==> src/rtl/axis_pkt_gearbox_if.sv <==
// axis_pkt_gearbox_if: beat-side and packet-side AXIS streams of the gearbox
interface axis_pkt_gearbox_if #(
  parameter int BEAT_W        = 64,
  parameter int BEATS_PER_PKT = 3
);
  localparam int PKT_W = BEAT_W * BEATS_PER_PKT;
  logic [BEAT_W-1:0] s_beat_tdata;
  logic              s_beat_tvalid;
  logic              s_beat_tlast;
  logic              s_beat_tready;
  logic [PKT_W-1:0]  m_pkt_tdata;
  logic              m_pkt_tvalid;
  logic              m_pkt_tready;
  logic [PKT_W-1:0]  s_pkt_tdata;
  logic              s_pkt_tvalid;
  logic              s_pkt_tready;
  logic [BEAT_W-1:0] m_beat_tdata;
  logic              m_beat_tvalid;
  logic              m_beat_tlast;
  logic              m_beat_tready;
  modport slave (
    input  s_beat_tdata, s_beat_tvalid, s_beat_tlast, m_pkt_tready,
    input  s_pkt_tdata, s_pkt_tvalid, m_beat_tready,
    output s_beat_tready, m_pkt_tdata, m_pkt_tvalid,
    output s_pkt_tready, m_beat_tdata, m_beat_tvalid, m_beat_tlast
  );
  modport master (
    output s_beat_tdata, s_beat_tvalid, s_beat_tlast, m_pkt_tready,
    output s_pkt_tdata, s_pkt_tvalid, m_beat_tready,
    input  s_beat_tready, m_pkt_tdata, m_pkt_tvalid,
    input  s_pkt_tready, m_beat_tdata, m_beat_tvalid, m_beat_tlast
  );
endinterface

==> src/rtl/axis_pkt_gearbox.sv <==
// axis_pkt_gearbox: 64-bit beat <-> packet-word gearbox with framing check; GEARBOX_STATS_EN adds packet counters
module axis_pkt_gearbox #(
  parameter int BEAT_W        = 64,
  parameter int BEATS_PER_PKT = 3
) (
  input  logic                clk,
  input  logic                rstn,
  axis_pkt_gearbox_if.slave   bus,
  input  logic                flush,
  input  logic                clr_err,
  output logic                err_framing,
  output logic [31:0]         rx_pkt_cnt,
  output logic [31:0]         tx_pkt_cnt
);
  localparam int PKT_W = BEAT_W * BEATS_PER_PKT;
  localparam int IW = $clog2(BEATS_PER_PKT);
  localparam logic [IW-1:0] LAST = IW'(BEATS_PER_PKT - 1);
  typedef enum logic {IDLE, SEND} state_t;
  logic [IW-1:0]           ridx_q, tidx_q;
  logic [PKT_W-BEAT_W-1:0] asm_q;
  logic [PKT_W-1:0]        out_q, shift_q;
  logic                    out_vld_q, beat_vld_q, beat_last_q, err_q;
  state_t                  state_q;
  logic                    ridx_last, beat_in, pkt_out, pkt_in, beat_out, frame_evt;
  assign ridx_last          = ridx_q == LAST;
  assign bus.s_beat_tready  = !ridx_last || !out_vld_q || bus.m_pkt_tready;
  assign beat_in            = bus.s_beat_tvalid && bus.s_beat_tready;
  assign pkt_out            = out_vld_q && bus.m_pkt_tready;
  assign bus.s_pkt_tready   = state_q == IDLE || (beat_last_q && bus.m_beat_tready);
  assign pkt_in             = bus.s_pkt_tvalid && bus.s_pkt_tready;
  assign beat_out           = beat_vld_q && bus.m_beat_tready;
  assign frame_evt          = beat_in && !flush && (bus.s_beat_tlast != ridx_last);
  assign bus.m_pkt_tdata    = out_q;
  assign bus.m_pkt_tvalid   = out_vld_q;
  assign bus.m_beat_tdata   = shift_q[BEAT_W-1:0];
  assign bus.m_beat_tvalid  = beat_vld_q;
  assign bus.m_beat_tlast   = beat_last_q;
  assign err_framing        = err_q;
  // deserialiser: gather beats LSB-first, hand the full word to a separate output register
  always_ff @(posedge clk or negedge rstn)
    if (!rstn) begin
      ridx_q    <= '0;
      asm_q     <= '0;
      out_q     <= '0;
      out_vld_q <= 1'b0;
    end else if (flush) begin
      ridx_q    <= '0;
      asm_q     <= '0;
      out_vld_q <= 1'b0;
    end else begin
      if (pkt_out) out_vld_q <= 1'b0;
      if (beat_in) begin
        if (ridx_last) begin
          out_q     <= {bus.s_beat_tdata, asm_q};
          out_vld_q <= 1'b1;
          ridx_q    <= '0;
        end else if (bus.s_beat_tlast) begin
          ridx_q <= '0;
        end else begin
          asm_q[ridx_q*BEAT_W +: BEAT_W] <= bus.s_beat_tdata;
          ridx_q <= ridx_q + 1'b1;
        end
      end
    end
  // serialiser FSM: IDLE takes a packet, SEND shifts it out; a new packet may load on the final beat
  always_ff @(posedge clk or negedge rstn)
    if (!rstn) begin
      state_q     <= IDLE;
      shift_q     <= '0;
      tidx_q      <= '0;
      beat_vld_q  <= 1'b0;
      beat_last_q <= 1'b0;
    end else if (flush) begin
      state_q     <= IDLE;
      shift_q     <= '0;
      tidx_q      <= '0;
      beat_vld_q  <= 1'b0;
      beat_last_q <= 1'b0;
    end else if (pkt_in) begin
      state_q     <= SEND;
      shift_q     <= bus.s_pkt_tdata;
      tidx_q      <= '0;
      beat_vld_q  <= 1'b1;
      beat_last_q <= 1'b0;
    end else if (beat_out) begin
      shift_q     <= shift_q >> BEAT_W;
      tidx_q      <= beat_last_q ? '0 : tidx_q + 1'b1;
      beat_last_q <= !beat_last_q && (tidx_q + 1'b1 == LAST);
      beat_vld_q  <= !beat_last_q;
      state_q     <= beat_last_q ? IDLE : SEND;
    end
  // sticky framing flag; a fresh event beats a simultaneous clear
  always_ff @(posedge clk or negedge rstn)
    if (!rstn) err_q <= 1'b0;
    else err_q <= frame_evt || (err_q && !clr_err);
`ifdef GEARBOX_STATS_EN
  logic [31:0] rx_cnt_q, tx_cnt_q;
  // packet counters survive flush; only reset clears them
  always_ff @(posedge clk or negedge rstn)
    if (!rstn) begin
      rx_cnt_q <= '0;
      tx_cnt_q <= '0;
    end else if (!flush) begin
      rx_cnt_q <= rx_cnt_q + 32'(pkt_out);
      tx_cnt_q <= tx_cnt_q + 32'(pkt_in);
    end
  assign rx_pkt_cnt = rx_cnt_q;
  assign tx_pkt_cnt = tx_cnt_q;
`else
  assign rx_pkt_cnt = '0;
  assign tx_pkt_cnt = '0;
`endif
endmodule

==> src/flat_wrapper.sv <==
// flat-port wrapper written by rule: the top's interface ports become plain ports
module axis_pkt_gearbox_flat 
#(
  parameter int BEAT_W        = 64,
  parameter int BEATS_PER_PKT = 3
)
  (clk, rstn, flush, clr_err, err_framing, rx_pkt_cnt, tx_pkt_cnt, bus_s_beat_tdata, bus_s_beat_tvalid, bus_s_beat_tlast, bus_m_pkt_tready, bus_s_pkt_tdata, bus_s_pkt_tvalid, bus_m_beat_tready, bus_s_beat_tready, bus_m_pkt_tdata, bus_m_pkt_tvalid, bus_s_pkt_tready, bus_m_beat_tdata, bus_m_beat_tvalid, bus_m_beat_tlast);
  axis_pkt_gearbox_if #(.BEAT_W(BEAT_W), .BEATS_PER_PKT(BEATS_PER_PKT)) bus_i ();
  input  logic clk;
  input  logic rstn;
  input  logic flush;
  input  logic clr_err;
  output logic err_framing;
  output logic [31:0] rx_pkt_cnt;
  output logic [31:0] tx_pkt_cnt;
  input wire logic [$bits(bus_i.s_beat_tdata)-1:0] bus_s_beat_tdata;
  input wire logic [$bits(bus_i.s_beat_tvalid)-1:0] bus_s_beat_tvalid;
  input wire logic [$bits(bus_i.s_beat_tlast)-1:0] bus_s_beat_tlast;
  input wire logic [$bits(bus_i.m_pkt_tready)-1:0] bus_m_pkt_tready;
  input wire logic [$bits(bus_i.s_pkt_tdata)-1:0] bus_s_pkt_tdata;
  input wire logic [$bits(bus_i.s_pkt_tvalid)-1:0] bus_s_pkt_tvalid;
  input wire logic [$bits(bus_i.m_beat_tready)-1:0] bus_m_beat_tready;
  output wire logic [$bits(bus_i.s_beat_tready)-1:0] bus_s_beat_tready;
  output wire logic [$bits(bus_i.m_pkt_tdata)-1:0] bus_m_pkt_tdata;
  output wire logic [$bits(bus_i.m_pkt_tvalid)-1:0] bus_m_pkt_tvalid;
  output wire logic [$bits(bus_i.s_pkt_tready)-1:0] bus_s_pkt_tready;
  output wire logic [$bits(bus_i.m_beat_tdata)-1:0] bus_m_beat_tdata;
  output wire logic [$bits(bus_i.m_beat_tvalid)-1:0] bus_m_beat_tvalid;
  output wire logic [$bits(bus_i.m_beat_tlast)-1:0] bus_m_beat_tlast;
  assign bus_i.s_beat_tdata = bus_s_beat_tdata;
  assign bus_i.s_beat_tvalid = bus_s_beat_tvalid;
  assign bus_i.s_beat_tlast = bus_s_beat_tlast;
  assign bus_i.m_pkt_tready = bus_m_pkt_tready;
  assign bus_i.s_pkt_tdata = bus_s_pkt_tdata;
  assign bus_i.s_pkt_tvalid = bus_s_pkt_tvalid;
  assign bus_i.m_beat_tready = bus_m_beat_tready;
  assign bus_s_beat_tready = bus_i.s_beat_tready;
  assign bus_m_pkt_tdata = bus_i.m_pkt_tdata;
  assign bus_m_pkt_tvalid = bus_i.m_pkt_tvalid;
  assign bus_s_pkt_tready = bus_i.s_pkt_tready;
  assign bus_m_beat_tdata = bus_i.m_beat_tdata;
  assign bus_m_beat_tvalid = bus_i.m_beat_tvalid;
  assign bus_m_beat_tlast = bus_i.m_beat_tlast;
  axis_pkt_gearbox #(.BEAT_W(BEAT_W), .BEATS_PER_PKT(BEATS_PER_PKT)) u_core (.clk(clk), .rstn(rstn), .bus(bus_i), .flush(flush), .clr_err(clr_err), .err_framing(err_framing), .rx_pkt_cnt(rx_pkt_cnt), .tx_pkt_cnt(tx_pkt_cnt));
endmodule
==> config.mk <==
export PLATFORM = sky130hd
export DESIGN_NAME = axis_pkt_gearbox_flat
export DESIGN_NICKNAME = d
export VERILOG_FILES = /design/src/rtl/axis_pkt_gearbox_if.sv /design/src/rtl/axis_pkt_gearbox.sv /design/src/flat_wrapper.sv
export SDC_FILE = /design/constraint.sdc
export NUM_CORES = 1
export LEC_CHECK = 0
export CAP_MARGIN = 20
export CORE_AREA = 2 2 232 234
export CTS_BUF_LIST = sky130_fd_sc_hd__clkbuf_8
export DETAILED_ROUTE_END_ITERATION = 8
export DIE_AREA = 0 0 234 236
export GPL_TIMING_DRIVEN = 0
export PLACE_DENSITY = 0.75
export SYNTH_ARGS = -nofsm -noshare
export SYNTH_HDL_FRONTEND = slang
export SYNTH_SLANG_ARGS = --single-unit
==> constraint.sdc <==
create_clock -name clk -period 2.4 [get_ports clk]
set_clock_uncertainty 0.1 [all_clocks]
set_input_delay 0.48 -clock clk [delete_from_list [all_inputs] [get_ports clk]]
set_output_delay 0.48 -clock clk [all_outputs]
set_load 0.1 [all_outputs]
== Word-level counts from Yosys, hierarchy flattened ==
Cells that the tools add are included.

* Register bits: 521
* Bits in latches: 0
* RAM bits: 0
* ROM bits: 0
* Bits of input ports: 265
* Word-level logic and storage cells: 74
* Memories: 0

* $add $sub $neg: 3
* $mul: 0
* Divide/modulo/power cells: 0
* $lt $le $gt $ge: 0
* Equal/unequal tests: 5
* Shift operators: 2
* Mux-type cells: 30
* Bitwise gates (word level): 2
* Reductions and logical operators: 22

{| class="wikitable"
|+ Operators by type and width
! operator !! number
|-
| $mux 192 || 3
|-
| $mux 128 || 4
|-
| $bwmux 128 || 1
|-
| $shift 64x34->128 const A || 1
|-
| $shiftx 64x34->128 || 1
|-
| $neg 8->34 || 1
|-
| $mux 2 || 8
|-
| $mux 1 || 14
|-
| $logic_and 1x1->1 || 9
|-
| $reduce_and 3->1 || 2
|-
| $logic_not 1->1 || 5
|-
| $add 2x1->2 const B || 2
|-
| $eq 2x2->1 const B || 2
|-
| $logic_or 1x1->1 || 4
|-
| $ne 2x2->1 const B || 2
|-
| $reduce_bool 3->1 || 1
|-
| $not 1->1 || 2
|-
| $reduce_bool 2->1 || 1
|-
| $ne 1x1->1 || 1
|}

== Longest topological paths before layout ==
* Depth in word-level cells: 8
* Gate-level depth with buffers: 8
* Depth with buffers taken out: 6

== Worst setup path after synthesis ==
No wires, ideal clock.

* Kind: flip-flop to flip-flop
* Start point: register u_core.beat_vld_q (netlist: u_core.bus.m_beat_tvalid)
* End point: register u_core.shift_q[121]
* Setup time: 66 ps
* Arrival time: 2,457 ps
* Data required time: 2,234 ps
* Path slack: -223 ps
* Stages on the path, launching flop included: 7
* Path buffers: 2
* Cells stage by stage: dfrtp_1 a21boi_2 inv_2 buf_2 buf_2 a2111oi_0 a221o_1

* Longest elaborated chain between the ends: 2

{| class="wikitable"
|+ RTL lines
! element !! line !! RTL
|-
| from (decl) || axis_pkt_gearbox.sv:22 || <nowiki>logic out_vld_q, beat_vld_q, beat_last_q, err_q;</nowiki>
|-
| from (signal assigned) || axis_pkt_gearbox.sv:89 || <nowiki>beat_vld_q <= !beat_last_q;</nowiki>
|-
| $logic_and 1x1->1 || axis_pkt_gearbox.sv:31 || <nowiki>assign beat_out = beat_vld_q && bus.m_beat_tready;</nowiki>
|-
| $reduce_bool 3->1 (no line) || - ||
|-
| to (signal assigned) || axis_pkt_gearbox.sv:81 || <nowiki>shift_q <= bus.s_pkt_tdata;</nowiki>
|-
| to (signal assigned) || axis_pkt_gearbox.sv:86 || <nowiki>shift_q <= shift_q >> BEAT_W;</nowiki>
|-
| to (decl) || axis_pkt_gearbox.sv:21 || <nowiki>logic [PKT_W-1:0] out_q, shift_q;</nowiki>
|}

Every way passes these cells.
A chain may end at the register's enable or synchronous reset.

== Final worst setup path ==
* Start point: register u_core.beat_vld_q (netlist: u_core.bus.m_beat_tvalid)
* End point: register u_core.shift_q[53]

The elaborated chain is that of the path after synthesis.

==> metrics.md <==
| Metric | Value |
|---|---|
| Wirelength per Cell | `about 22 um` |
| Non-Filler Instances | `3450` |
| Clock Path Buffers | `3` |
| Period utilization | `105%` |
| Worst Setup SP | `u_core.bus.m_beat_tvalid` |
| Worst-path maximum fanout | `10` |
| R2r setup slk | `-0.11 ns` |
| Layout cells sized above 1 | `around a third` |
| Core Rows | `85` |
| H-tree depth | `3` |
| Total I/O pin count | `591` |
| Failing checks | `negative setup slack` |
| Post-DP Area | `around 0.03 mm2` |
| CTS Buf Count | `87` |
| Total power | `23.2 mW` |
| Multi-input logic area | `between 0.008 and 0.009 mm2` |
| Hold WC Path Type | `in2reg` |
| Vias | `18605` |
| Largest family of logic cells by synthesized area | `multiplexers` |
| Worst setup SP type | `flip-flop` |
| Post-synth EDFFs | `0` |
| Number of DRC markers in iteration 0 | `1299` |
| Tmin final | `2.51 ns` |
| Layout area overhead | `37.1%` |
| TritonRoute pass-1 iters | `5` |
| Unrepaired setup endpoints after global routing | `true` |
| Syn avg cell area | `between 10 and 15 um2` |
| Worst reg2reg endpoint | `u_core.shift_q[53]` |
| Ys async rst share | `100%` |
| Die height | `236 um` |
| Inst Count DP | `3263` |
| Slew Limit Fails | `0` |
| Fill count | `just over 4000` |
| Synth top cells by count | `520 x dfrtp_1, 256 x mux2_2, 203 x inv_1, 188 x nor3b_1` |
| Worst-margin pin slew | `1.01 ns` |
| Setup Viol. Count Final | `3` |
| Kind of end point of the critical path | `flip-flop` |
| Reg2reg path depth | `6` |
| Post-Synth Adder-Cell Area | `0.208%` |
| Die X-Extent | `234 um` |
| FF-to-FF Start | `u_core.bus.m_beat_tvalid` |
| Flops & latches, synth | `520` |
| Hold Vio Cnt, Final | `0` |
| Sink Count | `520` |
| Compound-Gate Fraction of Synth Area | `12.7%` |
| Synth Area in Simple Gates | `under 10%` |
| Cell count after synthesis | `1973` |
| Hold path start | `bus_s_beat_tvalid` |
| Die area | `~0.055 mm2` |
| Worst-case vdd ir drop | `about 0.00037 V` |
| Share of the synthesized area in the top cell type | `54.0%` |
| Pre-CTS WS | `-1.33 ns` |
| Worst setup path category | `reg2reg` |
| DRT Wirelength | `76200 um` |
| Count leader, synth | `dfrtp_1` |
| Number of synthesis warnings | `0` |
| Xor/xnor cell area share of the yosys netlist | `0%` |
| FF/Latch Area | `0.0130 mm2` |
| Synth area leaders | `dfrtp_1 54%, mux2_2 12%, nor3b_1 5.9%, a221o_1 5.3%, a2111oi_0 4.7%` |
| Fin area | `0.0330 mm2` |
| Final worst slack | `-0.112 ns` |
| Worst setup path endpoint | `u_core.shift_q[53]` |
| Outcome | `complete, but fails checks` |
| Req. time, crit path | `2.90 ns` |
| Final Util | `between 60 and 70%` |
| Cell leakage power | `~15 nW` |
| DRC viols | `0` |
| Max Cap Violations | `0` |
| Worst-path clk slew | `0.07 ns` |
| DP HPWL | `~57000 um` |
| PortBufs | `524` |
| Gpl congestion | `between 0.9 and 1` |
| CTS tree | `done` |
| Fmax | `between 300 and 400 MHz` |
| Total gr overflow | `0` |
| Top_reg_cell synth | `dfrtp_1` |
| Routed vias/inst | `5.39` |
| # nets final | `2944` |
| Slew Limit Headroom | `31.0%` |
| Largest net degree at the start of global routing | `131` |
| Vias in the first global route | `19378` |
| Netlist Area Pre-Place | `0.0241 mm2` |
| Initial Utilization | `45.4%` |
| Distinct cells, synth | `38` |
| Sequential area share after synthesis | `54.0%` |
| First-pass GRT wire length | `114000 um` |
| Initial antenna violation count | `24` |
| CTS root buffer | `clkbuf_8` |
| CORE AREA | `0.0531 mm2` |
| Worst Path Arrival | `3.01 ns` |
| Post-synthesis mux area share | `14.7%` |
| PD cells | `703 mW/mm2` |
| Clock latency on the worst-skew pair | `0.67 ns` |
| Gr usage total | `between 20 and 30%` |
| Post-synth top area cell | `dfrtp_1` |
| Antenna viol nets, final | `0` |
-- worst min path at each step --
stage	endpoint	slack (ns)	depth (start not counted)
2_1_floorplan	u_core.asm_q[0]	0.08	0
3_3_place_gp	u_core.tidx_q[1]	0.36	1
3_5_place_dp	u_core.bus.m_pkt_tdata[135]	0.30	1
4_1_cts	u_core.bus.m_pkt_tvalid	0.08	3
5_1_grt	u_core.ridx_q[1]	0.15	3
6_report	u_core.ridx_q[1]	0.14	3
-- per-stage QoR --
| stage | hold WS (ns) | TNS [ns] |
|---|---|---|
| 6_report | 0.141 | -0.233 |
| 5_1_grt | 0.147 | -0.139 |
| 4_1_cts | 0.0839 | -0.224 |
| 3_5_place_dp | 0.305 | -255.64 |
| 3_3_place_gp | 0.361 | - |
| 2_1_floorplan | 0.0844 | 0 |
-- critical path, stage by stage (launching register included) --
cell       delay (ns)
dfrtp_2          0.43
buf_4            0.15
mux2i_4          0.20
buf_4            0.20
clkbuf_1         0.22
a2111oi_0        0.93
a221o_1          0.22
-- per-layer routing --
layer | vias to the layer above | part of all wire (%) | global-route usage, %
met5 | - | 0.15 | 0
met2 | 739 | 49 | 45.3
met4 | 16 | 4.3 | 12.9
li1 | 8387 | - | -
met3 | 183 | 7.4 | 6.87
met1 | 9280 | 39 | 33.0
-- repair_timing --
item                                    4_1_cts  5_1_grt
hold buffers                                  1        0
pin swaps                                     2        1
hold endpoints to repair                     48        0
gates resized for setup                     824       15
endpoints found under the setup margin      702      177
buffers inserted                              5       14
-- cells by family after synthesis --
logic type | after synthesis
simple gates | 276
compound gates | 335
buf+inv | 516
mux | 321
other cells | 1
flops | 520
fa+ha+maj | 4
-- where the power goes --
group / leakage [nW] / switching, mW / internal [mW]
clock: 1.04 / 3.56 / 4.54
sequential: 7.11 / 0.292 / 9.28
combinational: 6.83 / 3.94 / 1.59
-- layout by cell type, fill, tap and decap left out, drive strengths merged, types with 6 or more instances in the layout --
| cell | count |
|---|---|
| dfrtp | 520 |
| clkdlybuf4s50 | 261 |
| clkdlybuf4s15 | 257 |
| mux2 | 256 |
| buf | 250 |
| inv | 235 |
| clkbuf | 206 |
| nor3b | 188 |
| a221o | 128 |
| a2111oi | 128 |
| nand2 | 67 |
| mux2i | 65 |
| conb | 64 |
| a22o | 63 |
| diode | 17 |
| a21oi | 7 |
| nor2 | 6 |
-- sequential cells by signal, indices dropped and copies added, names as in the netlist --
name / cells
u_core.ridx_q: 2
u_core.tidx_q: 2
u_core.asm_q: 128
u_core.bus.m_pkt_tvalid: 1
u_core.shift_q: 192
u_core.bus.m_pkt_tdata: 192
u_core.bus.m_beat_tlast: 1
u_core.err_framing: 1
u_core.bus.m_beat_tvalid: 1
-- final cells by class --
class,instances,area share [%]
Timing Repair Buffer,551,17.8
Clock inverter,37,0.697
Tap cell,696,2.64
Multi-Input combinational cell,1000,26.5
Antenna cell,17,0.129
Inverter,204,2.33
Sequential cell,520,39.4
Buffer,311,5.72
Clock buffer,114,4.75
(Power assumes the default switching activity.)
